[config.mk]
export PLATFORM = sky130hd
export DESIGN_NAME = wb_unit
export DESIGN_NICKNAME = d
export VERILOG_FILES = /design/src/rtl/mips_wb_pkg.sv /design/src/rtl/load_ext.sv /design/src/rtl/wb_unit.sv
export SDC_FILE = /design/constraint.sdc
export NUM_CORES = 1
export LEC_CHECK = 0
export ABC_CLOCK_PERIOD_IN_PS = 2700
export CORE_ASPECT_RATIO = 1.2
export CORE_MARGIN = 1.5
export CORE_UTILIZATION = 38
export DETAILED_ROUTE_END_ITERATION = 10
export GPL_TIMING_DRIVEN = 0
export PLACE_DENSITY = 0.81
export REMOVE_ABC_BUFFERS = 1
export SYNTH_ARGS = -nofsm -noshare
export SYNTH_HDL_FRONTEND = slang
export SYNTH_SLANG_ARGS = --single-unit
[constraint.sdc]
create_clock -name clk -period 2.7 [get_ports clk]
set_clock_uncertainty 0.1 [all_clocks]
set_input_delay 0.675 -clock clk [delete_from_list [all_inputs] [get_ports clk]]
set_output_delay 0.675 -clock clk [all_outputs]
set_load 0.1 [all_outputs]
[src/rtl/mips_wb_pkg.sv]
// Shared writeback constants: source selects, load opcodes, HI/LO funcs.
// Imported by the writeback stage and its load extender.
package mips_wb_pkg;

  typedef enum logic [2:0] {
    WSEL_ALU  = 3'd0,
    WSEL_LOAD = 3'd1,
    WSEL_LINK = 3'd2,
    WSEL_HI   = 3'd3,
    WSEL_LO   = 3'd4,
    WSEL_RS   = 3'd5,
    WSEL_RSV6 = 3'd6,
    WSEL_RSV7 = 3'd7
  } wsel_e;

  localparam logic [5:0] OP_SPECIAL = 6'h00;
  localparam logic [5:0] OP_LB      = 6'h20;
  localparam logic [5:0] OP_LH      = 6'h21;
  localparam logic [5:0] OP_LW      = 6'h23;
  localparam logic [5:0] OP_LBU     = 6'h24;
  localparam logic [5:0] OP_LHU     = 6'h25;

  localparam logic [5:0] FN_MTHI  = 6'h11;
  localparam logic [5:0] FN_MTLO  = 6'h13;
  localparam logic [5:0] FN_MULT  = 6'h18;
  localparam logic [5:0] FN_MULTU = 6'h19;
  localparam logic [5:0] FN_DIV   = 6'h1A;
  localparam logic [5:0] FN_DIVU  = 6'h1B;

endpackage

[src/rtl/load_ext.sv]
// Little-endian byte/half extraction and extension of a loaded word.
// Offset comes from the low bits of the load address.
module load_ext
  import mips_wb_pkg::*;
(
  input  logic [5:0]  opcode,
  input  logic [1:0]  offset,
  input  logic [31:0] word,
  output logic [31:0] data
);

  logic [7:0]  b;
  logic [15:0] h;

  always_comb begin
    b = word[{offset, 3'b000} +: 8];
    h = offset[1] ? word[31:16] : word[15:0];
    case (opcode)
      OP_LB:   data = {{24{b[7]}}, b};
      OP_LBU:  data = {24'h0, b};
      OP_LH:   data = {{16{h[15]}}, h};
      OP_LHU:  data = {16'h0, h};
      default: data = word;
    endcase
  end

endmodule

[src/rtl/wb_unit.sv]
// Writeback stage: regfile write mux, HI/LO registers, forwarding copy
// of the last regfile write, and a retired-instruction counter.
module wb_unit
  import mips_wb_pkg::*;
(
  input  logic        clk,
  input  logic        resetn,
  input  logic [31:0] mem_pc,
  input  logic [31:0] mem_alu_out,
  input  logic [31:0] mem_ram_out,
  input  logic [31:0] mem_rdata1,
  input  logic [63:0] mem_hilo_out,
  input  logic [2:0]  mem_rf_wsel,
  input  logic        mem_rf_nwe,
  input  logic [4:0]  mem_rd,
  input  logic [5:0]  mem_opcode,
  input  logic [5:0]  mem_func,
  output logic        rf_we,
  output logic [4:0]  rf_waddr,
  output logic [31:0] rf_wdata,
  output logic [31:0] hi,
  output logic [31:0] lo,
  output logic        fwd_valid,
  output logic [4:0]  fwd_rd,
  output logic [31:0] fwd_data,
  output logic [31:0] retired
);

  logic [31:0] load_data;
  logic        live;
  logic        wr_hilo;
  logic        wr_hi;
  logic        wr_lo;

  load_ext u_load_ext (
    .opcode (mem_opcode),
    .offset (mem_alu_out[1:0]),
    .word   (mem_ram_out),
    .data   (load_data)
  );

  assign rf_we    = ~mem_rf_nwe & (|mem_rd);
  assign rf_waddr = mem_rd;
  assign live     = |mem_pc;

  always_comb begin
    unique case (wsel_e'(mem_rf_wsel))
      WSEL_LOAD: rf_wdata = load_data;
      WSEL_LINK: rf_wdata = mem_pc + 32'd8;
      WSEL_HI:   rf_wdata = hi;
      WSEL_LO:   rf_wdata = lo;
      WSEL_RS:   rf_wdata = mem_rdata1;
      default:   rf_wdata = mem_alu_out;
    endcase
  end

  // Only real special-class instructions touch HI/LO; bubbles never do.
  always_comb begin
    wr_hilo = 1'b0;
    wr_hi   = 1'b0;
    wr_lo   = 1'b0;
    if (live && mem_opcode == OP_SPECIAL) begin
      unique case (1'b1)
        mem_func == FN_MULT,
        mem_func == FN_MULTU,
        mem_func == FN_DIV,
        mem_func == FN_DIVU: wr_hilo = 1'b1;
        mem_func == FN_MTHI: wr_hi = 1'b1;
        mem_func == FN_MTLO: wr_lo = 1'b1;
        default: ;
      endcase
    end
  end

  always_ff @(posedge clk) begin
    if (!resetn) begin
      hi        <= '0;
      lo        <= '0;
      fwd_valid <= 1'b0;
      fwd_rd    <= '0;
      fwd_data  <= '0;
      retired   <= '0;
    end else begin
      if (wr_hilo) begin
        hi <= mem_hilo_out[63:32];
        lo <= mem_hilo_out[31:0];
      end
      if (wr_hi) hi <= mem_rdata1;
      if (wr_lo) lo <= mem_rdata1;
      fwd_valid <= rf_we;
      fwd_rd    <= rf_waddr;
      fwd_data  <= rf_wdata;
      if (live) retired <= retired + 32'd1;
    end
  end

endmodule

-- After elaboration in Yosys (flattened, before gate mapping)
Index checks and enable logic that the tools add are counted.
- bits in registers: 134
- equality and inequality tests: 15
- bitwise operators: 2
- add/subtract/negate cells: 2
- muxes and demuxes: 13
- shift-type cells: 1
- reductions and logical operators: 7
- operators with widths (kind ; count):
    $pmux 32 s5 ; 1
    $mux 32 ; 4
    $pmux 32 s4 ; 1
    $eq 6x5->1 const B ; 6
    $add 32x1->32 const B ; 1
    $add 32x4->32 const B ; 1
    $reduce_or 32->1 ; 1
    $shiftx 32x6->8 ; 1
    $eq 6x6->1 const B ; 4
    $mux 16 ; 1
    $eq 3x2->1 const B ; 2
    $eq 3x3->1 const B ; 2
    $logic_not 6->1 ; 1
    $mux 1 ; 6
    $reduce_or 5->1 ; 1
    $reduce_bool 2->1 ; 2
    $reduce_or 4->1 ; 1
    $eq 3x1->1 const B ; 1
    $and 1x1->1 ; 1
    $logic_and 1x1->1 ; 1
    $not 1->1 ; 1

-- Depth between registers and ports, before layout
- depth after elaboration: 6
- gate-level depth with buffers: 8
- depth with buffers taken out: 6

-- Hierarchy
Synthesis repeated with hierarchy kept, for this count alone.
- cell total of the unflattened synthesis: 1146
- area total of the unflattened synthesis: 8568.2 sq um
- by module, submodules not included (module ; cells an instance ; seq. area each (sq um) ; area each (sq um) ; times used):
    wb_unit ; 1049 ; 2682.6 ; 7916.3 ; 1
    load_ext ; 97 ; 0.0 ; 651.9 ; 1

-- Least setup slack after synthesis
No wires, ideal clock.
- path type: input port to output port
- start: input port mem_rf_wsel[2]
- end: output port rf_wdata[20]
- setup slack: -1507 ps
- data arrival time: 3432 ps
- data required time: 1925 ps
- path buffers: 4
- cell stages on the path: 7
- cell sequence: buf_2 > buf_2 > buf_1 > clkbuf_1 > a21oi_1 > o221a_2 > a21oi_1
- word-level cells in the longest chain between the ends: 2
- ends and longest elaborated chain (element ; line ; RTL):
    start, declared ; wb_unit.sv:13 ; input logic [2:0] mem_rf_wsel,
    $eq 3x3->1 (tied with other cells) ; wb_unit.sv:47 ; unique case (wsel_e'(mem_rf_wsel))
    $pmux 32 s5 * ; wb_unit.sv:47 ;
    end, declared ; wb_unit.sv:20 ; output logic [31:0] rf_wdata,
Mark *: on every way between the ends. The rest lies on a longest branch, timed or not.

-- Final worst setup path
- start: input port mem_ram_out[23]
- end: output port rf_wdata[7]
- word-level cells in the longest chain between the ends: 3
- ends and longest elaborated chain (element ; line ; RTL):
    start, declared ; wb_unit.sv:10 ; input logic [31:0] mem_ram_out,
    $shiftx 32x6->8 or $mux 16 (tied branches) ; load_ext.sv:16, load_ext.sv:17 ;
    $pmux 32 s4 * ; load_ext.sv:18 ; case (opcode)
    $pmux 32 s5 * ; wb_unit.sv:47 ;
Marked as above.

==> flow_summary.json <==
{
  "met3_length_mm": 3.76,
  "die-height_um": 165,
  "post_synth.cell_area_avg_um2": 8.09,
  "start_kind": "input pin",
  "final.setup.worst_slack_ns": -0.415,
  "synthAdderAreaFrac_pct": 0.301,
  "portBuffers": 386,
  "p_leak_nw": 6.70,
  "required_ns": 1.92,
  "min_to": "retired[31]$_SDFFE_PN0P_",
  "p_per_area_nw_per_um2": 460,
  "critPathBufInv": 3,
  "holdWs_ns": 0.395,
  "whs_path_depth": 2,
  "synthCells": 1028,
  "r2r_end": "retired[31]$_SDFFE_PN0P_",
  "cp_cell_sequence": "buf_2 -> mux2_4 -> buf_4 -> mux4_2 -> a31oi_2 -> nor2_1 -> buf_6",
  "placementRows": 59,
  "antenna_left": 0,
  "drv_slew": 0,
  "grt_max_degree": 57,
  "hp-class": "flip-flop to flip-flop",
  "drc": 0,
  "synth_xor_area_share_pct": 1.90,
  "grt_pass1_wl_mm": 62.0,
  "worstSetupPathType": "input pin to output port",
  "start_util_pct": 38.6,
  "area.growth.synth_to_final_pct": 83.4,
  "synthSimpleGateAreaFrac_pct": 19.7,
  "cts_num_sinks": 134,
  "period_minus_slack_ns": 3.11,
  "yosys-top-cells-area": "dfxtp_1 (32%), mux2i_1 (8.9%), a21oi_1 (8.7%)",
  "synth_edf_count": 0,
  "clock-root-buffer": "clkbuf_16",
  "setup.worst_path.end_class": "output port",
  "vias": 11100,
  "pre_cts_slack_ns": -2.84,
  "grt_setup_unrepaired": "true",
  "totalWireLength_mm": 43.9,
  "setup_viol": 42,
  "drive_gt1_share_pct": 27.4,
  "wl_per_cell_um": 24.8,
  "fmax_ghz": 0.321,
  "r2r_cells": 5,
  "synth_area_um2": 8320,
  "wirelength_met1_mm": 15.9,
  "cp_max_fo": 3,
  "final_nets": 1692,
  "dieArea_um2": 22800,
  "violations": "setup timing",
  "yosysSeqAreaShare_pct": 32.3,
  "synth_compound_area_share_pct": 28.6,
  "grt_overflow": 0,
  "cts.clk_slew.worst_paths_ns": 0.06,
  "dr.pass1.iters": 7,
  "hold_violations": 0,
  "synth-seq-cells": 134,
  "gp_congestion": 0.896,
  "synth_top_area_share_pct": 32.3,
  "hp-start": "retired[31]$_SDFFE_PN0P_",
  "insertion_delay_ns": 0.44,
  "synthMuxAreaShare_pct": 11.2,
  "outcome": "complete, but fails checks",
  "ios": 387,
  "grt_use_total_pct": 35.4,
  "numCtsBuffers": 17,
  "async_flop_share_pct": 0,
  "yosysWarnings": 0,
  "synth_top_cell_by_area": "dfxtp_1",
  "antenna_found_initial": 5,
  "r2r-start": "retired[14]$_SDFFE_PN0P_",
  "crit_path_top_delay_cell": "mux4_2",
  "synth_top_family_by_area": "compound AO/OA/AOI/OAI gates",
  "coreArea_um2": 21600,
  "max_slew_margin_pct": 27.3,
  "crit_path_max_incr_delay_ns": 0.48,
  "finalCritPeriodShare_pct": 115,
  "cts_buffer_depth": 2,
  "tritoncts": "done",
  "top_layer": "met5",
  "ys.flop_type": "dfxtp_1",
  "peakVddDrop_uv": 454,
  "place_hpwl_mm": 28.6,
  "cts_max_level": 4,
  "grt_pass1_vias": 10300,
  "wl_met2_mm": 21.1,
  "cp.arrival_ns": 2.34,
  "r2r_slack_ns": 0.32,
  "drv_cap": 0,
  "crit_family": "multiplexers",
  "tightestPinTransition_ns": 1.10,
  "dieWidth_um": 138,
  "avgViaCountPerCell": 6.28,
  "drtIter0Drc": 1077,
  "yosys.cell_types.count": 69,
  "n_fill_cell": 1529
}
## where the power goes
group          switching (W)  total, W  internal [W]
clock network        0.00110   0.00250       0.00141
logic                0.00153   0.00247      0.000940
registers          0.0000170   0.00204       0.00202
## synthesized netlist by cell type (10+ instances only)
cell	count
a21oi_1	144
dfxtp_1	134
o21ai_0	97
nor2_1	79
mux2i_1	74
clkbuf_1	44
nand2b_1	35
buf_2	25
nor4_1	24
and2_1	23
nand2_1	23
nand4_1	21
nand3_1	19
inv_1	16
mux2_2	15
o221a_2	14
or3_1	14
nor3_1	13
a211oi_1	12
a22oi_1	12
and3_1	10
xor2_1	10
## what timing repair did
| item | in CTS | in global routing |
|---|---|---|
| gates cloned | 11 | 0 |
| buffers inserted | 80 | 18 |
| hold buffers | 0 | 0 |
| pin swaps | 63 | 47 |
| gates resized for setup | 748 | 87 |
| endpoints found under the setup margin | 264 | 103 |
## metal layers
layer,global-route usage [%],vias to the layer above
met5,0,-
met4,19.8,4
met3,7.51,230
met2,62.0,784
met1,40.3,5294
li1,-,4785
## cells by family (layout without fill, tap and decap cells)
kind of cell	after synthesis	in the layout
buf+inv	105	561
fa+ha+maj	2	2
compound gates	382	383
flops	134	134
xor+xnor	18	18
other cells	0	6
mux	90	90
simple gates	297	300
## final cells by class
class                      count  area [um2]  share of cell area [%]
inverter                      16        63.8                   0.418
timing repair buffer         512        5370                    35.2
clock inverter                15         184                    1.21
clock buffer                  17         425                    2.79
sequential                   134        2680                    17.6
antenna                        6        15.0                  0.0985
multi-input combinational    793        6160                    40.4
tap                          274         343                    2.25
timing repair inverter         1        7.51                  0.0492
## metrics by stage
stage	cells	util (%)	total power (W)	area, um2	setup TNS [ns]
floorplan	939	-	0.00322	7870	-372.43
global placement	1599	56.0	0.00403	12100	-799.79
detailed placement	1622	57.7	0.00406	12400	-257.56
CTS	1744	68.9	0.00687	14900	-9.54
global route	1765	70.7	0.00716	15200	-13.37
finish	1768	70.7	0.00701	15200	-11.73
## worst max-delay path by stage
stage          cells after the start       startpoint                  end
3_3_place_gp                       6        mem_pc[3]  hi[29]$_SDFFE_PN0P_
3_5_place_dp                       7   mem_rf_wsel[1]         rf_wdata[20]
6_report                           7  mem_ram_out[23]          rf_wdata[7]
5_1_grt                            8       mem_pc[10]         rf_wdata[18]
2_1_floorplan                      5       mem_pc[21]   hi[0]$_SDFFE_PN0P_
4_1_cts                            8   mem_alu_out[0]         rf_wdata[30]
## placed cells by master, fill, tap and decap left out, drive strengths merged, types with 10 or more instances in the layout
cell type / instances
nor2: 79
buf: 184
and3: 10
clkbuf: 30
or3: 17
xor2: 10
clkdlybuf4s50: 189
o21ai: 104
a21oi: 144
nor3: 13
o221a: 14
nor4: 25
dlygate4sd2: 102
nand2b: 35
nand4: 22
a211oi: 12
inv: 24
dfxtp: 134
mux2: 15
nand2: 23
and2: 25
dlymetal6s2s: 12
nand3: 19
mux2i: 74
a22oi: 13
## flip-flops by register name, summed over array words and instances (netlist names)
name       flops
fwd_data      32
hi            32
lo            32
retired       32
fwd_rd         5
fwd_valid      1
## tightest hold or removal path, cell delays in order, from the launching register on
cell and delay, ns:
dfxtp_1 0.32, o21ai_0 0.07, a21oi_1 0.06
Note: power is estimated with default switching activity, not from simulation.
